==> config.mk <==
export PLATFORM = sky130hd
export DESIGN_NAME = muldiv_seq_flat
export DESIGN_NICKNAME = d
export VERILOG_FILES = /design/src/rtl/muldiv_if.sv /design/src/rtl/muldiv_seq.sv /design/src/flat_wrapper.sv
export SDC_FILE = /design/constraint.sdc
export NUM_CORES = 1
export LEC_CHECK = 0
export CAP_MARGIN = 15
export CORE_UTILIZATION = 54
export CTS_CLUSTER_SIZE = 25
export DETAILED_ROUTE_END_ITERATION = 7
export PLACE_DENSITY = 0.78
export RECOVER_POWER = 100
export SETUP_SLACK_MARGIN = 0.05
export SLEW_MARGIN = 20
export SYNTH_ARGS = -nofsm -noshare
export SYNTH_HDL_FRONTEND = slang
export SYNTH_SLANG_ARGS = --single-unit
export TNS_END_PERCENT = 50
==> constraint.sdc <==
create_clock -name clk -period 3.09 [get_ports clk]
set_input_delay 0.309 -clock clk [delete_from_list [all_inputs] [get_ports clk]]
set_output_delay 0.309 -clock clk [all_outputs]
set_load 0.03 [all_outputs]
==> src/rtl/muldiv_if.sv <==
// Handshake and data bundle between the datapath and the multiply/divide unit.
// The master side issues requests and the slave side returns HI/LO and status.
interface muldiv_if #(
    parameter int WIDTH = 32
) ();
    logic             start;
    logic [3:0]       op;
    logic [WIDTH-1:0] a;
    logic [WIDTH-1:0] b;
    logic             flush;
    logic             busy;
    logic             done;
    logic             dbz;
    logic [WIDTH-1:0] hi;
    logic [WIDTH-1:0] lo;

    modport master (
        output start, op, a, b, flush,
        input  busy, done, dbz, hi, lo
    );

    modport slave (
        input  start, op, a, b, flush,
        output busy, done, dbz, hi, lo
    );
endinterface

==> src/rtl/muldiv_seq.sv <==
// Radix-2 iterative multiply/divide unit owning the MIPS HI/LO register pair.
// One shift-add or restoring subtract-shift step per cycle, WIDTH+1 edges of
// latency from the accepting edge to the done pulse.
// Optional build macro: MULDIV_MADD_EN adds MADD/MADDU/MSUB/MSUBU, which
// accumulate the product into {HI,LO}.
module muldiv_seq #(
    parameter int WIDTH = 32
) (
    input logic     clk,
    input logic     rst_n,
    muldiv_if.slave bus
);
    localparam int CNT_W = $clog2(WIDTH) + 1;

    typedef enum logic [1:0] {
        S_IDLE,
        S_RUN,
        S_FIX
    } state_t;

    typedef enum logic [3:0] {
        OP_MULT  = 4'b0000,
        OP_MULTU = 4'b0001,
        OP_DIV   = 4'b0010,
        OP_DIVU  = 4'b0011,
        OP_MTHI  = 4'b0100,
        OP_MTLO  = 4'b0101,
        OP_MADD  = 4'b1000,
        OP_MADDU = 4'b1001,
        OP_MSUB  = 4'b1010,
        OP_MSUBU = 4'b1011
    } op_t;

    state_t             state_q, state_d;
    logic [CNT_W-1:0]   cnt_q;
    logic [WIDTH-1:0]   work_hi_q, work_lo_q;   // partial product / remainder:quotient
    logic [WIDTH-1:0]   mag_b_q;                // multiplicand or divisor magnitude
    logic [WIDTH-1:0]   a_q;                    // raw dividend, returned in HI on divide-by-zero
    logic               div_q, res_neg_q, rem_neg_q;
    logic [WIDTH-1:0]   hi_q, lo_q;
    logic               done_q, dbz_q;
`ifdef MULDIV_MADD_EN
    logic               acc_q, sub_q;
`endif

    // Request decode
    logic eng_op, op_signed, op_div;
`ifdef MULDIV_MADD_EN
    logic op_acc, op_sub;
`endif
    logic accept, accept_eng;

    // Classify the incoming opcode; reserved codes leave every flag low.
    always_comb begin
        // NOTE: every signal gets a default first so no path can infer a latch.
        eng_op    = 1'b0;
        op_signed = 1'b0;
        op_div    = 1'b0;
`ifdef MULDIV_MADD_EN
        op_acc    = 1'b0;
        op_sub    = 1'b0;
`endif
        case (bus.op)
            OP_MULT:  begin eng_op = 1'b1; op_signed = 1'b1; end
            OP_MULTU: begin eng_op = 1'b1; end
            OP_DIV:   begin eng_op = 1'b1; op_signed = 1'b1; op_div = 1'b1; end
            OP_DIVU:  begin eng_op = 1'b1; op_div = 1'b1; end
`ifdef MULDIV_MADD_EN
            OP_MADD:  begin eng_op = 1'b1; op_signed = 1'b1; op_acc = 1'b1; end
            OP_MADDU: begin eng_op = 1'b1; op_acc = 1'b1; end
            OP_MSUB:  begin eng_op = 1'b1; op_signed = 1'b1; op_acc = 1'b1; op_sub = 1'b1; end
            OP_MSUBU: begin eng_op = 1'b1; op_acc = 1'b1; op_sub = 1'b1; end
`endif
            default:  ;
        endcase
    end

    // flush beats start; requests are only seen while idle (including the done cycle).
    assign accept     = (state_q == S_IDLE) && bus.start && !bus.flush;
    assign accept_eng = accept && eng_op;

    logic             a_neg, b_neg;
    logic [WIDTH-1:0] mag_a, mag_b;
    assign a_neg = op_signed && bus.a[WIDTH-1];
    assign b_neg = op_signed && bus.b[WIDTH-1];
    assign mag_a = a_neg ? -bus.a : bus.a;
    assign mag_b = b_neg ? -bus.b : bus.b;

    // One iteration of the engine
    logic [WIDTH:0]   mul_sum;
    logic [WIDTH:0]   div_shift;
    logic             div_ge;
    logic [WIDTH-1:0] step_hi, step_lo;

    // Shift-add for multiply, restoring subtract-shift for divide.
    always_comb begin
        mul_sum   = {1'b0, work_hi_q} + (work_lo_q[0] ? {1'b0, mag_b_q} : '0);
        div_shift = {work_hi_q, work_lo_q[WIDTH-1]};
        div_ge    = (div_shift >= {1'b0, mag_b_q});
        if (div_q) begin
            // Remainder stays below the divisor, so the low WIDTH bits suffice.
            step_hi = div_ge ? (div_shift[WIDTH-1:0] - mag_b_q) : div_shift[WIDTH-1:0];
            step_lo = {work_lo_q[WIDTH-2:0], div_ge};
        end else begin
            step_hi = mul_sum[WIDTH:1];
            step_lo = {mul_sum[0], work_lo_q[WIDTH-1:1]};
        end
    end

    // Final sign correction and HI/LO selection
    logic [2*WIDTH-1:0] prod, prod_s, fix_pair;
    logic [WIDTH-1:0]   quo, rem;
    logic               dbz_now;

    // Compute the values written into HI/LO in the FIX cycle.
    always_comb begin
        prod    = {work_hi_q, work_lo_q};
        prod_s  = res_neg_q ? -prod : prod;
        quo     = res_neg_q ? -work_lo_q : work_lo_q;
        rem     = rem_neg_q ? -work_hi_q : work_hi_q;
        dbz_now = div_q && (mag_b_q == '0);
        if (div_q) begin
            fix_pair = dbz_now ? {a_q, {WIDTH{1'b1}}} : {rem, quo};
        end else begin
            fix_pair = prod_s;
`ifdef MULDIV_MADD_EN
            if (acc_q) begin
                fix_pair = sub_q ? ({hi_q, lo_q} - prod_s) : ({hi_q, lo_q} + prod_s);
            end
`endif
        end
    end

    // State register.
    always_ff @(posedge clk or negedge rst_n) begin
        // NOTE: sequential state uses non-blocking assignments so every flop
        // samples pre-edge values regardless of statement order.
        if (!rst_n) state_q <= S_IDLE;
        else        state_q <= state_d;
    end

    // Next-state logic: flush returns to IDLE from anywhere.
    always_comb begin
        state_d = state_q;
        case (state_q)
            S_IDLE: if (accept_eng) state_d = S_RUN;
            S_RUN:  if (cnt_q == '0) state_d = S_FIX;
            S_FIX:  state_d = S_IDLE;
            default: state_d = S_IDLE;
        endcase
        if (bus.flush) state_d = S_IDLE;
    end

    // Output logic: busy covers RUN and FIX; done/dbz/HI/LO are registered.
    always_comb begin
        bus.busy = (state_q != S_IDLE);
        bus.done = done_q;
        bus.dbz  = dbz_q;
        bus.hi   = hi_q;
        bus.lo   = lo_q;
    end

    // Datapath: operand capture, iteration, result write-back and MTHI/MTLO.
    always_ff @(posedge clk or negedge rst_n) begin
        if (!rst_n) begin
            cnt_q     <= '0;
            work_hi_q <= '0;
            work_lo_q <= '0;
            mag_b_q   <= '0;
            a_q       <= '0;
            div_q     <= 1'b0;
            res_neg_q <= 1'b0;
            rem_neg_q <= 1'b0;
            hi_q      <= '0;
            lo_q      <= '0;
            done_q    <= 1'b0;
            dbz_q     <= 1'b0;
`ifdef MULDIV_MADD_EN
            acc_q     <= 1'b0;
            sub_q     <= 1'b0;
`endif
        end else begin
            done_q <= 1'b0;
            if (accept_eng) begin
                cnt_q     <= CNT_W'(WIDTH - 1);
                work_hi_q <= '0;
                work_lo_q <= mag_a;
                mag_b_q   <= mag_b;
                a_q       <= bus.a;
                div_q     <= op_div;
                res_neg_q <= a_neg ^ b_neg;
                rem_neg_q <= a_neg;
`ifdef MULDIV_MADD_EN
                acc_q     <= op_acc;
                sub_q     <= op_sub;
`endif
            end else if (accept && bus.op == OP_MTHI) begin
                hi_q <= bus.a;
            end else if (accept && bus.op == OP_MTLO) begin
                lo_q <= bus.a;
            end

            if (state_q == S_RUN && !bus.flush) begin
                work_hi_q <= step_hi;
                work_lo_q <= step_lo;
                if (cnt_q != '0) cnt_q <= cnt_q - 1'b1;
            end

            if (state_q == S_FIX && !bus.flush) begin
                {hi_q, lo_q} <= fix_pair;
                done_q       <= 1'b1;
                dbz_q        <= dbz_now;
            end
        end
    end
endmodule

==> src/flat_wrapper.sv <==
// flat-port wrapper written by rule: the top's interface ports become plain ports
module muldiv_seq_flat 
#(
    parameter int WIDTH = 32
)
  (clk, rst_n, bus_start, bus_op, bus_a, bus_b, bus_flush, bus_busy, bus_done, bus_dbz, bus_hi, bus_lo);
  muldiv_if #(.WIDTH(WIDTH)) bus_i ();
  input logic clk;
  input logic rst_n;
  input wire logic [$bits(bus_i.start)-1:0] bus_start;
  input wire logic [$bits(bus_i.op)-1:0] bus_op;
  input wire logic [$bits(bus_i.a)-1:0] bus_a;
  input wire logic [$bits(bus_i.b)-1:0] bus_b;
  input wire logic [$bits(bus_i.flush)-1:0] bus_flush;
  output wire logic [$bits(bus_i.busy)-1:0] bus_busy;
  output wire logic [$bits(bus_i.done)-1:0] bus_done;
  output wire logic [$bits(bus_i.dbz)-1:0] bus_dbz;
  output wire logic [$bits(bus_i.hi)-1:0] bus_hi;
  output wire logic [$bits(bus_i.lo)-1:0] bus_lo;
  assign bus_i.start = bus_start;
  assign bus_i.op = bus_op;
  assign bus_i.a = bus_a;
  assign bus_i.b = bus_b;
  assign bus_i.flush = bus_flush;
  assign bus_busy = bus_i.busy;
  assign bus_done = bus_i.done;
  assign bus_dbz = bus_i.dbz;
  assign bus_hi = bus_i.hi;
  assign bus_lo = bus_i.lo;
  muldiv_seq #(.WIDTH(WIDTH)) u_core (.clk(clk), .rst_n(rst_n), .bus(bus_i));
endmodule
-- Word-level counts from Yosys, hierarchy flattened
Cells that the tools add are included.
- register bits after elaboration: 205
- bits of input ports: 72
- word-level logic and storage cells: 93
- add/subtract/negate cells: 8
- magnitude comparators: 1
- equal/unequal tests: 11
- muxes and demuxes: 33
- bitwise operators: 1
- reduce and logical (&&, ||, !) cells: 26
- operators by type and width (cell ; count):
    $mux W32 ; 19
    $mux W64 ; 3
    $neg A32 Y32 ; 4
    $neg A64 Y64 ; 1
    $add A32 B33 Y33 ; 1
    $ge A33 B32 Y1 ; 1
    $logic_not A32 Y1 ; 1
    $sub A32 B32 Y32 ; 1
    $mux W6 ; 3
    $logic_and A1 B1 Y1 ; 10
    $eq A4 B2 Y1 const B ; 2
    $eq A4 B3 Y1 const B ; 2
    $reduce_bool A2 Y1 ; 4
    $logic_not A6 Y1 ; 1
    $mux W2 ; 3
    $ne A3 B2 Y1 const B ; 2
    $reduce_bool A6 Y1 ; 1
    $sub A6 B1 Y6 const B ; 1
    $eq A4 B1 Y1 const B ; 1
    $logic_not A4 Y1 ; 1
    $mux W1 ; 4
    $ne A2 B2 Y1 const B ; 2
    $pmux W2 S2 ; 1
    $reduce_and A2 Y1 ; 2
    8 further kinds ; 9

-- Depth between registers and ports, before layout
- depth after elaboration: 8
- mapped depth: 14
- depth with buffers taken out: 13

-- Least setup slack after synthesis
No wires, ideal clock.
- path kind: register -> register
- start point: register u_core.work_lo_q[0]
- end point: register u_core.work_hi_q[25]
- data arrival time: 3.203 ns
- required time: 2.964 ns
- path slack: -0.239 ns
- stages on the path, launching flop included: 14
- cells stage by stage: dfrtp_1 inv_1 clkbuf_1 nor2_1 ha_1 a21oi_1 o211ai_1 a2111oi_0 a21oi_1 or2_2 a21oi_1 o31ai_1 xor2_1 a221o_1
- word-level cells in the longest chain between the ends: 4
- RTL lines (element ; RTL line ; source):
    from (decl) ; muldiv_seq.sv:36 ; logic [WIDTH-1:0] work_hi_q, work_lo_q;
    from (signal assigned) ; muldiv_seq.sv:187 ; work_lo_q <= mag_a;
    from (signal assigned) ; muldiv_seq.sv:205 ; work_lo_q <= step_lo;
    $mux W32 ; muldiv_seq.sv:97 ; mul_sum = {1'b0, work_hi_q} + (work_lo_q[0] ? {1'b0, mag_b_q} : '0);
    $add A32 B33 Y33 ; muldiv_seq.sv:97 ;
    $mux W32 ; muldiv_seq.sv:100 ; if (div_q) begin
    $mux W32 ; muldiv_seq.sv:203 ; if (state_q == S_RUN && !bus.flush) begin
    to (signal assigned) ; muldiv_seq.sv:204 ; work_hi_q <= step_hi;
    to (decl) ; muldiv_seq.sv:36 ;
No other way between the ends.
A chain may end at the register's enable or synchronous reset.

-- Final worst setup path
- start point: register u_core.work_lo_q[0]
- end point: register u_core.work_hi_q[28]
Same word-level chain as after synthesis.

==> results by group <==
Clock tree
  • Clk slew on worst S/H paths: 0.06 ns
  • Number of CTS-inserted buffers: 25
  • Clock buffer depth: 3
  • Skew-Pair Late Insertion Delay: 0.54 ns
  • CTS Sinks: 205
  • Root buffer cell: clkbuf_16
  • H-tree Lvls: 1
  • TritonCTS clock tree: done

STA
  • # setup viols final: 22
  • Slew Viols, Final: 189
  • Setup_tns: -1.04 ns
  • Setup WS post-layout: -0.152 ns
  • Relative slew margins: -29.1%
  • Final Skew: 0.0183 ns
  • Maximum clock rate: between 300 and 400 MHz
  • Unrepaired setup endpoints after global routing: true
  • Tightest Pin Transition: just under 2 ns
  • Final hold vios: 0
  • Crit path time final: 3.24 ns
  • Worst hold slack: 0.395 ns
  • Tcrit/Tclk final: 105%

Logic synthesis
  • EDFF count, synth: 0
  • Top-area cell type share of the netlist area: 30.8%
  • Async set-reset flop share out of synthesis: 100%
  • Avg Inst Size Synth: 8.07 sq um
  • Post-synthesis register bit count: roughly 200
  • Area leader, netlist: dfrtp_1
  • Ys Warns: 0
  • Post-synthesis sequential area ratio: 30.8%
  • Mapped Area: 16600 sq um
  • Netlist cell types: 80
  • Main synth FF type: dfrtp_1
  • Synth top area cells: dfrtp_1 (31%), nand2_1 (6.2%), mux2i_1 (6.2%)
  • Synth Instances: 2062
  • Syn_nets: 2206

Run status
  • Violations in the final reports: capacitance limit, slew limit, setup timing
  • Status: complete, but fails checks

Routing
  • DRT Pass-1 Iters: 5
  • Drt drc: 0
  • Final ANT Viol Nets: 0
  • Metal2 WL: just under 30 mm
  • Top Layer Used: met4
  • Post-Route WL: 62.4 mm
  • Detailed Route Iter0 Violations: around 1700
  • Avg Vias per Cell: 6.38
  • Vias: 18000
  • Wire length on met1: roughly 24 mm
  • Met3 WL: 5.35 mm
  • Wirelength per Cell: between 20 and 25 microns

Worst setup path
  • CP endpoint kind: flip-flop
  • Slowest cell on the critical path: dfrtp_1
  • Worst r2r src: u_core.work_lo_q[0]
  • Crit path DAT: 3.66 ns
  • CP max stage delay: 0.44 ns
  • Cells along the critical path: clkinv_4, buf_12, buf_4, nor2_1, ha_2, buf_4, a21oi_4, o21bai_4, a221o_1, a31o_4, a221o_1, a31oi_2, mux2i_1, a32o_1
  • Crit path required time: 3.51 ns
  • Crit start category: flip-flop
  • Crit path kind: reg -> reg
  • Critical path startpoint: u_core.work_lo_q[0]
  • Critical path fanouts, max: 6

Die
  • Cell Rows: 63
  • IO Pins: 139
  • Initial core utilization: 55.5%
  • DIE AREA: between 30000 and 40000 sq um
  • Die Span X: 178 microns
  • Die H: 178 microns
  • Core box area: 30000 sq um

Hold path
  • Worst hold path startpoint: bus_op[1]
  • Hold WC Path Type: in -> reg

Final layout
  • Area growth syn-to-layout: 34.3%
  • Nets@finish: between 2000 and 3000
  • Antenna cells: 0
  • Share of layout cells above drive strength 1: 23.2%

GRT
  • Antenna violations before repair: 1
  • Gr usage total: slightly below 40%
  • Pin count of the biggest net entering global routing: 84
  • Vias in the first global route: 17500
  • Grt total ovfl: 0
  • Global-route wire length before repair: 95.6 mm

Power and ir drop
  • Power per cell area: 892 nW/um^2
  • Total leakage power: around 10 nW
  • VDD IR max: 0.630 mV

Place
  • Port Buf Inserts: 138
  • Dpl hpwl: 45.3 mm
  • Final GP Congestion: 1.01

Job
  • Max-Cap Viols: 3
==> cell type report <==
| type | instances | area (sq um) |
|---|---|---|
| multi-input combinational | 1635 | 11600 |
| fill | 2209 | 7620 |
| sequential | 205 | 5130 |
| timing repair buffer | 483 | 4010 |
| clock buffer | 30 | 664 |
| tap | 390 | 488 |
| inverter | 68 | 260 |
| clock inverter | 14 | 189 |
==> cells in the mapped netlist (all sizes together), types with 40 or more instances <==
master and instances:
nand2 276, o21ai 208, dfrtp 205, nor2 161
clkbuf 127, a21oi 117, xor2 110, mux2i 103
xnor2 83, ha 70, inv 68, a22oi 40
==> final timing paths <==
kind	endpoint	slack, ns	cells past startpoint
min reg2reg	u_core.a_q[2]	0.47	2
min	u_core.div_q	0.40	3
min in group asynchronous	u_core.bus.hi[1]	0.85	2
max	u_core.work_hi_q[28]	-0.15	14
max in group asynchronous	u_core.bus.lo[0]	0.49	3
max reg2reg	u_core.work_hi_q[28]	-0.15	14
==> state kept, by name (all words and copies together), names as in the netlist <==
register	cells
u_core.a_q	32
u_core.bus.hi	32
u_core.bus.lo	32
u_core.mag_b_q	32
u_core.work_hi_q	32
u_core.work_lo_q	32
u_core.cnt_q	6
u_core.state_q	2
u_core.bus.dbz	1
u_core.bus.done	1
u_core.div_q	1
u_core.rem_neg_q	1
u_core.res_neg_q	1
==> per-stage QoR <==
stage	setup slack [ns]	total power [mW]	std cells	util (%)	area, sq um
2_1_floorplan	0.0324	10.5	2062	-	16700
3_3_place_gp	-0.195	15.0	2751	68.1	20400
3_5_place_dp	-0.256	15.2	2751	68.1	20400
4_1_cts	-0.0461	18.9	2810	72.4	21700
5_1_grt	-0.222	21.0	2825	74.6	22300
6_report	-0.152	19.9	2825	74.6	22300
==> metal layers <==
| metal | up-vias | track usage, % |
|---|---|---|
| met3 | 212 | 4.48 |
| met5 | - | 0 |
| met2 | 1002 | 65.3 |
| met1 | 8663 | 49.0 |
| met4 | 0 | 20.4 |
| li1 | 8140 | - |
==> critical path: cells and delay by family (launching register included) <==
kind,cells,cell delay [ns]
adders and majority gates,1,0.29
buffers and inverters,4,0.55
and+or+nand+nor,1,0.09
muxes,1,0.10
AOI/OAI and AO/OA,7,1.62
DFF,1,0.44
==> cell families after synthesis <==
kind of cell,share of synthesized area [%]
AND/OR/NAND/NOR,18.4
AO/OA/AOI/OAI,23.4
buffers and inverters,5.27
flip-flops,30.8
XOR/XNOR,10.2
multiplexers,6.33
adder cells (fa/ha/maj),5.51
==> where the power goes <==
group / total, mW / switching (mW) / internal [mW]
clock: 3.13 / 1.26 / 1.87
combinational: 12.7 / 6.91 / 5.75
sequential: 4.13 / 0.734 / 3.39
total: 19.9 / 8.90 / 11.0
==> layout by cell type (no fill, tap or decap), drive strengths merged, types with 6 or more instances in the layout <==
cell / count
buf: 320
nand2: 276
o21ai: 208
dfrtp: 205
nor2: 161
a21oi: 117
xor2: 110
mux2i: 103
xnor2: 83
ha: 70
dlygate4sd3: 69
clkdlybuf4s50: 69
inv: 69
clkbuf: 55
a22oi: 40
o211ai: 37
a21o: 33
nand3: 32
nor3: 29
a221oi: 28
or4: 25
o31ai: 22
or3: 21
nor4: 21
and3: 19
a211oi: 19
nand4: 17
a31oi: 17
o41ai: 17
or2: 12
nand2b: 11
nor2b: 11
o21a: 9
and2: 8
a221o: 7
o21bai: 7
clkinv: 6
==> timing repair <==
action	CTS	global route
hold buffers	1	0
resized for setup	71	140
pin swaps	33	67
endpoints found under the setup margin	40	60
hold endpoints to repair	61	0
setup buffers	14	18
No activity file was read; power rests on OpenSTA's default activity.
